`src/rtl/param_core_fsm.sv`:
```
// Multi-cycle FETCH/EXEC/MEM core: 8 GPRs, loadable instruction memory, load/store data memory.
// The program is written through prog_* while idle or halted; dbg_* reads the register file.
module param_core_fsm #(
    parameter int DATA_W  = 8,
    parameter int IMEM_AW = 3,
    parameter int DMEM_AW = 8
) (
    input  logic               clk_i,
    input  logic               rst_ni,
    input  logic               start_i,
    input  logic               prog_we_i,
    input  logic [IMEM_AW-1:0] prog_addr_i,
    input  logic [15:0]        prog_data_i,
    input  logic [2:0]         dbg_sel_i,
    output logic [DATA_W-1:0]  dbg_data_o,
    output logic [IMEM_AW-1:0] pc_o,
    output logic               busy_o,
    output logic               halted_o,
    output logic               carry_o,
    output logic               zero_o
);
    typedef enum logic [2:0] {S_IDLE, S_FETCH, S_EXEC, S_MEM, S_HALT} state_e;

    localparam logic [3:0] OP_ADD  = 4'h0;
    localparam logic [3:0] OP_SUB  = 4'h1;
    localparam logic [3:0] OP_AND  = 4'h2;
    localparam logic [3:0] OP_OR   = 4'h3;
    localparam logic [3:0] OP_XOR  = 4'h4;
    localparam logic [3:0] OP_LDI  = 4'h8;
    localparam logic [3:0] OP_LD   = 4'h9;
    localparam logic [3:0] OP_ST   = 4'hA;
    localparam logic [3:0] OP_JMP  = 4'hC;
    localparam logic [3:0] OP_JZ   = 4'hD;
    localparam logic [3:0] OP_JC   = 4'hE;
    localparam logic [3:0] OP_HALT = 4'hF;

    state_e             state_q, state_d;
    logic [IMEM_AW-1:0] pc_q, pc_d;
    logic [15:0]        ir_q, ir_d;
    logic               carry_q, carry_d;
    logic               zero_q, zero_d;
    logic               busy_q, halted_q;
    logic [DATA_W-1:0]  regs_q [8];

    logic [15:0]        imem [2**IMEM_AW];
    logic [DATA_W-1:0]  dmem [2**DMEM_AW];
    logic [DATA_W-1:0]  dmem_rdata_q;

    logic [3:0]         op;
    logic [2:0]         rd, rs1, rs2;
    logic [7:0]         imm;
    logic [IMEM_AW-1:0] jmp_tgt;
    logic [DMEM_AW-1:0] dmem_addr;
    logic [DATA_W-1:0]  src_a, src_b, imm_ext, alu_res, reg_wdata;
    logic [DATA_W:0]    sum, diff;
    logic               reg_we, dmem_we, prog_ok;

    assign op        = ir_q[15:12];
    assign rd        = ir_q[11:9];
    assign rs1       = ir_q[8:6];
    assign rs2       = ir_q[5:3];
    assign imm       = ir_q[7:0];
    assign jmp_tgt   = imm[IMEM_AW-1:0];
    assign dmem_addr = imm[DMEM_AW-1:0];
    assign imm_ext   = DATA_W'(imm);
    assign src_a     = regs_q[rs1];
    assign src_b     = regs_q[rs2];
    // Top bit of diff is the borrow, i.e. set exactly when rs1 < rs2.
    assign sum       = {1'b0, src_a} + {1'b0, src_b};
    assign diff      = {1'b0, src_a} - {1'b0, src_b};
    assign prog_ok   = prog_we_i && (state_q == S_IDLE || state_q == S_HALT);

    always_comb begin
        state_d   = state_q;
        pc_d      = pc_q;
        ir_d      = ir_q;
        carry_d   = carry_q;
        zero_d    = zero_q;
        reg_we    = 1'b0;
        reg_wdata = '0;
        dmem_we   = 1'b0;
        alu_res   = '0;
        case (state_q)
            S_IDLE, S_HALT: begin
                if (start_i) begin
                    state_d = S_FETCH;
                    pc_d    = '0;
                end
            end
            S_FETCH: begin
                ir_d    = imem[pc_q];
                state_d = S_EXEC;
            end
            S_EXEC: begin
                state_d = S_FETCH;
                pc_d    = pc_q + IMEM_AW'(1);
                case (op)
                    OP_ADD, OP_SUB, OP_AND, OP_OR, OP_XOR: begin
                        carry_d = 1'b0;
                        case (op)
                            OP_ADD:  begin alu_res = sum[DATA_W-1:0];  carry_d = sum[DATA_W];  end
                            OP_SUB:  begin alu_res = diff[DATA_W-1:0]; carry_d = diff[DATA_W]; end
                            OP_AND:  alu_res = src_a & src_b;
                            OP_OR:   alu_res = src_a | src_b;
                            default: alu_res = src_a ^ src_b;
                        endcase
                        zero_d    = (alu_res == '0);
                        reg_we    = 1'b1;
                        reg_wdata = alu_res;
                    end
                    OP_LDI: begin
                        reg_we    = 1'b1;
                        reg_wdata = imm_ext;
                    end
                    OP_LD:   state_d = S_MEM;
                    OP_ST:   dmem_we = 1'b1;
                    OP_JMP:  pc_d = jmp_tgt;
                    OP_JZ:   if (zero_q)  pc_d = jmp_tgt;
                    OP_JC:   if (carry_q) pc_d = jmp_tgt;
                    OP_HALT: state_d = S_HALT;
                    default: ;
                endcase
            end
            S_MEM: begin
                reg_we    = 1'b1;
                reg_wdata = dmem_rdata_q;
                state_d   = S_FETCH;
            end
            default: state_d = S_IDLE;
        endcase
    end

    always_ff @(posedge clk_i or negedge rst_ni) begin
        if (!rst_ni) begin
            state_q  <= S_IDLE;
            pc_q     <= '0;
            ir_q     <= '0;
            carry_q  <= 1'b0;
            zero_q   <= 1'b0;
            busy_q   <= 1'b0;
            halted_q <= 1'b0;
        end else begin
            state_q  <= state_d;
            pc_q     <= pc_d;
            ir_q     <= ir_d;
            carry_q  <= carry_d;
            zero_q   <= zero_d;
            busy_q   <= (state_d == S_FETCH) || (state_d == S_EXEC) || (state_d == S_MEM);
            halted_q <= (state_d == S_HALT);
        end
    end

    always_ff @(posedge clk_i or negedge rst_ni) begin
        if (!rst_ni) begin
            for (int i = 0; i < 8; i++) regs_q[i] <= '0;
        end else if (reg_we) begin
            regs_q[rd] <= reg_wdata;
        end
    end

    // Memories carry no reset; a store is gated by state, so reset abandons it.
    always_ff @(posedge clk_i) begin
        if (prog_ok) imem[prog_addr_i] <= prog_data_i;
        if (dmem_we) dmem[dmem_addr] <= regs_q[rd];
        dmem_rdata_q <= dmem[dmem_addr];
    end

    assign dbg_data_o = regs_q[dbg_sel_i];
    assign pc_o       = pc_q;
    assign busy_o     = busy_q;
    assign halted_o   = halted_q;
    assign carry_o    = carry_q;
    assign zero_o     = zero_q;
endmodule

```
`config.mk`:
```
export PLATFORM = sky130hd
export DESIGN_NAME = param_core_fsm
export DESIGN_NICKNAME = d
export VERILOG_FILES = /design/src/rtl/param_core_fsm.sv
export SDC_FILE = /design/constraint.sdc
export NUM_CORES = 2
export LEC_CHECK = 0
export ABC_AREA = 1
export CORE_ASPECT_RATIO = 0.7
export CORE_MARGIN = 4
export CORE_UTILIZATION = 50
export CTS_CLUSTER_SIZE = 25
export DETAILED_ROUTE_END_ITERATION = 10
export GPL_ROUTABILITY_DRIVEN = 0
export MAX_ROUTING_LAYER = met4
export PLACE_DENSITY = 0.68
export REMOVE_ABC_BUFFERS = 1
export SYNTH_ARGS = -nofsm -noshare
export SYNTH_HDL_FRONTEND = slang
export SYNTH_SLANG_ARGS = --single-unit
```
`constraint.sdc`:
```
create_clock -name clk_i -period 8.89 [get_ports clk_i]
set_input_delay 0.889 -clock clk_i [delete_from_list [all_inputs] [get_ports clk_i]]
set_output_delay 0.889 -clock clk_i [all_outputs]
set_load 0.01 [all_outputs]
```
Word level (Yosys, flattened, before mapping):

Memory sizes are Yosys's and may differ from the RTL's. A register that Yosys moved wholly into a read port is not among the register bits.
Cells that the tools add are included.

* word-level logic and storage cells: 103
* input bits: 26
* bits in writable memories: 2176
* memories kept: 2
* flip-flop bits (word level): 74

* multiplexer cells: 37
* reduce and logical (&&, ||, !) cells: 15
* order comparisons: 5
* eq/ne operators: 20
* bitwise logic cells: 7
* add/sub/neg operators: 3

Memories
* dmem: words 256, bits a word 8, read ports 1, clocked after memory_dff 1, wr ports 1, RTL line 46 `logic [DATA_W-1:0] dmem [2**DMEM_AW];`
* imem: words 8, bits a word 16, read ports 1, clocked after memory_dff 1, wr ports 1, RTL line 45 `logic [15:0] imem [2**IMEM_AW];`

Operators by type and width (count)
* $bmux W8 S3: 4
* $mux W8: 11
* $bwmux W64: 1
* $pmux W8 S2: 2
* $pmux W8 S4: 1
* $eq A4 B4 Y1 const B: 7
* $demux W8 S3: 1
* $ge A4 B4 Y1 const B: 4
* $not A3 Y4: 4
* $eq A3 B2 Y1 const B: 4
* $mux W3: 4
* $pmux W3 S2: 2
* $pmux W3 S4: 1
* $add A8 B8 Y9: 1
* $pmux W3 S3: 1
* $sub A8 B8 Y9: 1
* $and A8 B8 Y8: 1
* $eq A4 B2 Y1 const B: 2
* $logic_not A8 Y1: 1
* $or A8 B8 Y8: 1
* $xor A8 B8 Y8: 1
* $mux W1: 7
* $eq A3 B1 Y1 const B: 2
* $eq A3 B3 Y1 const B: 2
* 16 further kinds: 21

Longest topological paths before layout:

* word-level depth: 11
* gate-level depth with buffers: 23

Worst setup path after synthesis:

Ideal clock, no wire load.

* kind: reg-to-reg
* from: reg ir_q[11], read port of imem
* to: mem dmem[0][7], data pin
* path slack: -0.725 ns
* path buffers: 0
* stages on the path, launching flop included: 5
* data required time: 7.315 ns
* arrival time: 8.040 ns
* cell sequence: dfrtp_1 -> inv_1 -> nor3_1 -> inv_1 -> o2111ai_1

* cells in the longest elaborated chain, start to end: 4

RTL lines
* from (decl): RTL line 39 `logic [15:0] ir_q, ir_d;`
* $not A3 Y4 (implied by the code): RTL line 164 `if (dmem_we) dmem[dmem_addr] <= regs_q[rd];`
* $bmux W8 S3: RTL line 164
* $mux W8 (implied by the code) (2 in series): RTL line 164
* to (decl): RTL line 46

Every way passes these cells. The select of a mux whose other input is x is not followed.

==> impl_metrics.sql <==
INSERT INTO impl_metrics (metric_group, metric, value, unit) VALUES
('outcome', 'run_status', 'finished, final reports clean', ''),
('yosys', 'synth-main-ff-cell', 'edfxtp_1', ''),
('cts', 'hold_buffers', '1', ''),
('min_path', 'worst_hold_startpoint', 'regs_q[19]$_DFFE_PN0P_', ''),
('detailed_routing', 'routed_wl', '270.2', 'mm'),
('timing', 'setup_tns', '0', 'ps'),
('pwr', 'ir_worst_vdd', '0.0003751', 'V'),
('grt', 'vias_in_the_first_global_route', '58318', ''),
('pwr', 'pwr_density_cell', '327.4', 'nW/um^2'),
('setup_path', 'slowest_delay', '930', 'ps'),
('die', 'initial_standard_cell_utilization_of_the_core', '50.30', '%'),
('die', 'floorplan.die_area', '193200', 'sq um'),
('yosys', 'synth-seq-area-share', '72.82', '%'),
('finish', 'finalNetCount', '8210', ''),
('detailed_routing', 'dr.first_iter.drc_count', '9461', ''),
('die', 'floorplan.io_pins', '41', ''),
('timing', 'timing.max_slew.rel_slack', '11.22', '%'),
('die', 'row_count', '132', ''),
('cts', 'post-cts-setup-buffer-count', '0', ''),
('setup_path', 'timing.critical_path.mode_cell', 'nand2_1', ''),
('yosys', 'async_s_r_ff_share_synth', '3.958', '%'),
('grt', 'grt_pass1_wl', '395.9', 'mm'),
('finish', 'regArea', '67760', 'sq um'),
('min_path', 'whs_path_depth', '2', ''),
('setup_path', 'cp_data_required_time', '9670', 'ps'),
('yosys', 'syn-instance-count', '8215', ''),
('detailed_routing', 'route.vias.total', '63912', ''),
('grt', 'globalRouteTotalUtil', '28.42', '%'),
('timing', 'worst_clock_skew', '31.98', 'ps'),
('die', 'die_x', '523.6', 'microns'),
('timing', 'final_period_minus_worst_setup_slack', '5382', 'ps'),
('finish', 'drive_above_1_share', '5.413', '%'),
('timing', 'setup_viol_count_final', '0', ''),
('cts', 'clkLatencyLatePin', '840', 'ps'),
('cts', 'h-tree-depth', '4', ''),
('finish', 'fillCellCount', '15133', ''),
('min_path', 'hp-class', 'flip-flop to flip-flop', ''),
('yosys', 'synth.largest_area_cell', 'edfxtp_1', ''),
('setup_path', 'cp_data_arrival_time', '6160', 'ps'),
('grt', 'globalRoute.totalOverflow', '0', ''),
('place', 'detailedPlacementHpwl', '157.4', 'mm'),
('setup_path', 'critical-path-slowest-cell', 'a21oi_1', ''),
('die', 'die_h', '368.9', 'microns'),
('timing', 'hold_violations', '0', ''),
('detailed_routing', 'viasPerCell', '5.913', ''),
('setup_path', 'worst_r2r_startpoint', 'ir_q[1]$_DFFE_PN0P_', ''),
('cts', 'clk_transition_reported_paths', '70', 'ps'),
('detailed_routing', 'drtAntennaViolNets', '0', ''),
('cts', 'clockBufferDepth', '3', ''),
('setup_path', 'worstRegToRegCells', '13', ''),
('timing', 'max_slew_violation_count', '0', ''),
('yosys', 'synth_seq_cells', '2274', ''),
('cts', 'cts-buffers-inserted', '200', ''),
('detailed_routing', 'drtPass1Iterations', '6', ''),
('die', 'fp.coreArea', '185000', 'sq um'),
('yosys', 'synth_top_cells_by_area', 'edfxtp_1 (70%), nand2_1 (14%), dfrtp_1 (2.4%), nor2_1 (2.3%), o21ai_0 (1.4%)', ''),
('setup_path', 'critPathLaunchType', 'flip-flop', ''),
('yosys', 'post-synth-top-area-fraction', '70.23', '%'),
('pwr', 'p_leak', '37.35', 'nW'),
('detailed_routing', 'avgRoutedWirePerCell', '24.99', 'microns'),
('finish', 'syn_to_final_growth', '9.949', '%'),
('flow_run', 'max-cap-violations', '0', ''),
('setup_path', 'worst-path-max-fanout', '125', ''),
('yosys', 'synth-warning-count', '0', ''),
('cts', 'cts_resized', '0', ''),
('yosys', 'avgSynthCellArea', '11.33', 'sq um'),
('setup_path', 'ordered_cell_list_for_the_critical_path', 'buf_4 -> nand2_4 -> inv_8 -> buf_4 -> buf_12 -> nand2_1 -> nand4_1 -> nand2_1 -> nand2_1 -> o21ai_0 -> a21oi_1 -> nor2_1 -> nand2_1', ''),
('setup_path', 'worstSetupStartpoint', 'ir_q[1]$_DFFE_PN0P_', ''),
('detailed_routing', 'drc', '0', ''),
('pwr', 'total_power', '33.49', 'mW'),
('grt', 'pin_count_of_the_biggest_net_entering_global_routing', '215', '');
-- cell usage after synthesis (2+ instances only) --
master     number
inv_1         159
fa_1            2
nor3_1         27
a22o_1          2
nor2_2          5
buf_1          34
dfxtp_1         8
a22oi_1       130
edfxtp_1     2176
nor2_4          2
o21ai_1        91
o21ai_2         3
a21oi_1       172
clkbuf_1      190
buf_2         201
a221oi_1       25
clkinv_1       10
o221ai_1       27
nand3_1       205
o211ai_1       13
buf_4           5
nand4_1       170
a31oi_1         9
ha_1           27
o21ai_0       265
buf_6           2
dfrtp_1        90
a211oi_1        6
inv_2           6
nand2_1      3540
o22ai_1        38
or2_2           2
nor2_1        561
o2111ai_1       3
-- worst paths after layout --
path                                           end  slack (ps)
min                         regs_q[19]$_DFFE_PN0P_         500
max reg2reg                dmem_rdata_q[7]$_DFF_P_        3510
min reg2reg                 regs_q[19]$_DFFE_PN0P_         500
max in group asynchronous    regs_q[3]$_DFFE_PN0P_        7090
max                        dmem_rdata_q[7]$_DFF_P_        3510
min in group asynchronous     ir_q[11]$_DFFE_PN0P_         560
-- critical path, delay by kind of cell (launching register included) --
family	cells	cell delay, ps
buffers and inverters	4	2280
AOI/OAI and AO/OA	2	1240
DFF	1	750
and+or+nand+nor	7	810
-- power by group --
part           total, mW  switching (mW)  leakage [nW]  internal (mW)
registers           13.4           0.262          21.2           13.2
logic               11.6            9.05          13.1           2.55
clock network       8.47            3.89          3.05           4.59
-- cells in the final DEF, fill, tap and decap left out, types with 5 or more instances in the layout --
cell and n:
nand2_1 3534, edfxtp_1 2176, nor2_1 556, o21ai_0 260, clkbuf_16 208, nand3_1 193, a21oi_1 172, nand4_1 170
inv_1 158, a22oi_1 130, buf_4 112, o21ai_1 96, dfrtp_1 87, clkinv_1 59, clkbuf_1 46, clkdlybuf4s50_1 39
o22ai_1 38, clkinv_2 29, o221ai_1 27, ha_1 27, a221oi_1 25, nor3_1 24, diode_2 17, buf_12 15
o211ai_1 13, nand3_2 12, a31oi_1 9, bufinv_16 9, dfxtp_1 8, nor2_4 7, nand2_4 7, clkbuf_8 7
a211oi_1 6, nor2_2 5
-- metal layers --
layer,up-vias,part of all wire (%),track usage [%],wire length (microns)
met1,30990,41,42.23,111600
met3,534,14,7.829,38160
met4,0,2.9,8.259,7849
met5,-,0,-,0
met2,4242,42,38.20,112600
li1,28146,-,-,-
-- area by class of cell --
cell class              count  area share [%]
clock buffers             261           5.351
clock inverters            99          0.7350
flip-flops and latches   2274           66.24
multi-input cells        5334           22.40
well taps                2479           3.032
inverters                 175          0.6690
repair buffers            170           1.530
diodes                     17         0.04158
-- cells by family after synthesis --
logic type      Yosys count  synth area share (%)
compound gates          787                 4.961
xor+xnor                  1              0.009415
fa+ha+maj                29                0.4061
buf+inv                 607                 2.755
flops                  2274                 72.82
simple gates           4517                 19.05
-- metrics by stage --
step / setup WS, ps / utilization, % / std cells / cell area [sq um] / hold WS, ps
after floorplan: -10490 / - / 7783 / 91140 / 449.0
after global placement: 3722 / 51.90 / 10428 / 96000 / 465.4
after detailed placement: 3693 / 51.90 / 10429 / 96010 / 483.1
after CTS: 3675 / 55.27 / 10790 / 102200 / 497.3
after global routing: 3451 / 55.30 / 10804 / 102300 / 521.8
final: 3508 / 55.31 / 10809 / 102300 / 498.0
-- state kept, by name, summed over array words and instances, names as in the netlist --
| name | count |
|---|---|
| halted_o | 1 |
| pc_o | 3 |
| regs_q | 64 |
| zero_o | 1 |
| dmem | 2048 |
| dmem_rdata_q | 8 |
| imem | 128 |
| busy_o | 1 |
| carry_o | 1 |
| ir_q | 16 |
| state_q | 3 |
Power figures use the tool's default switching activity.
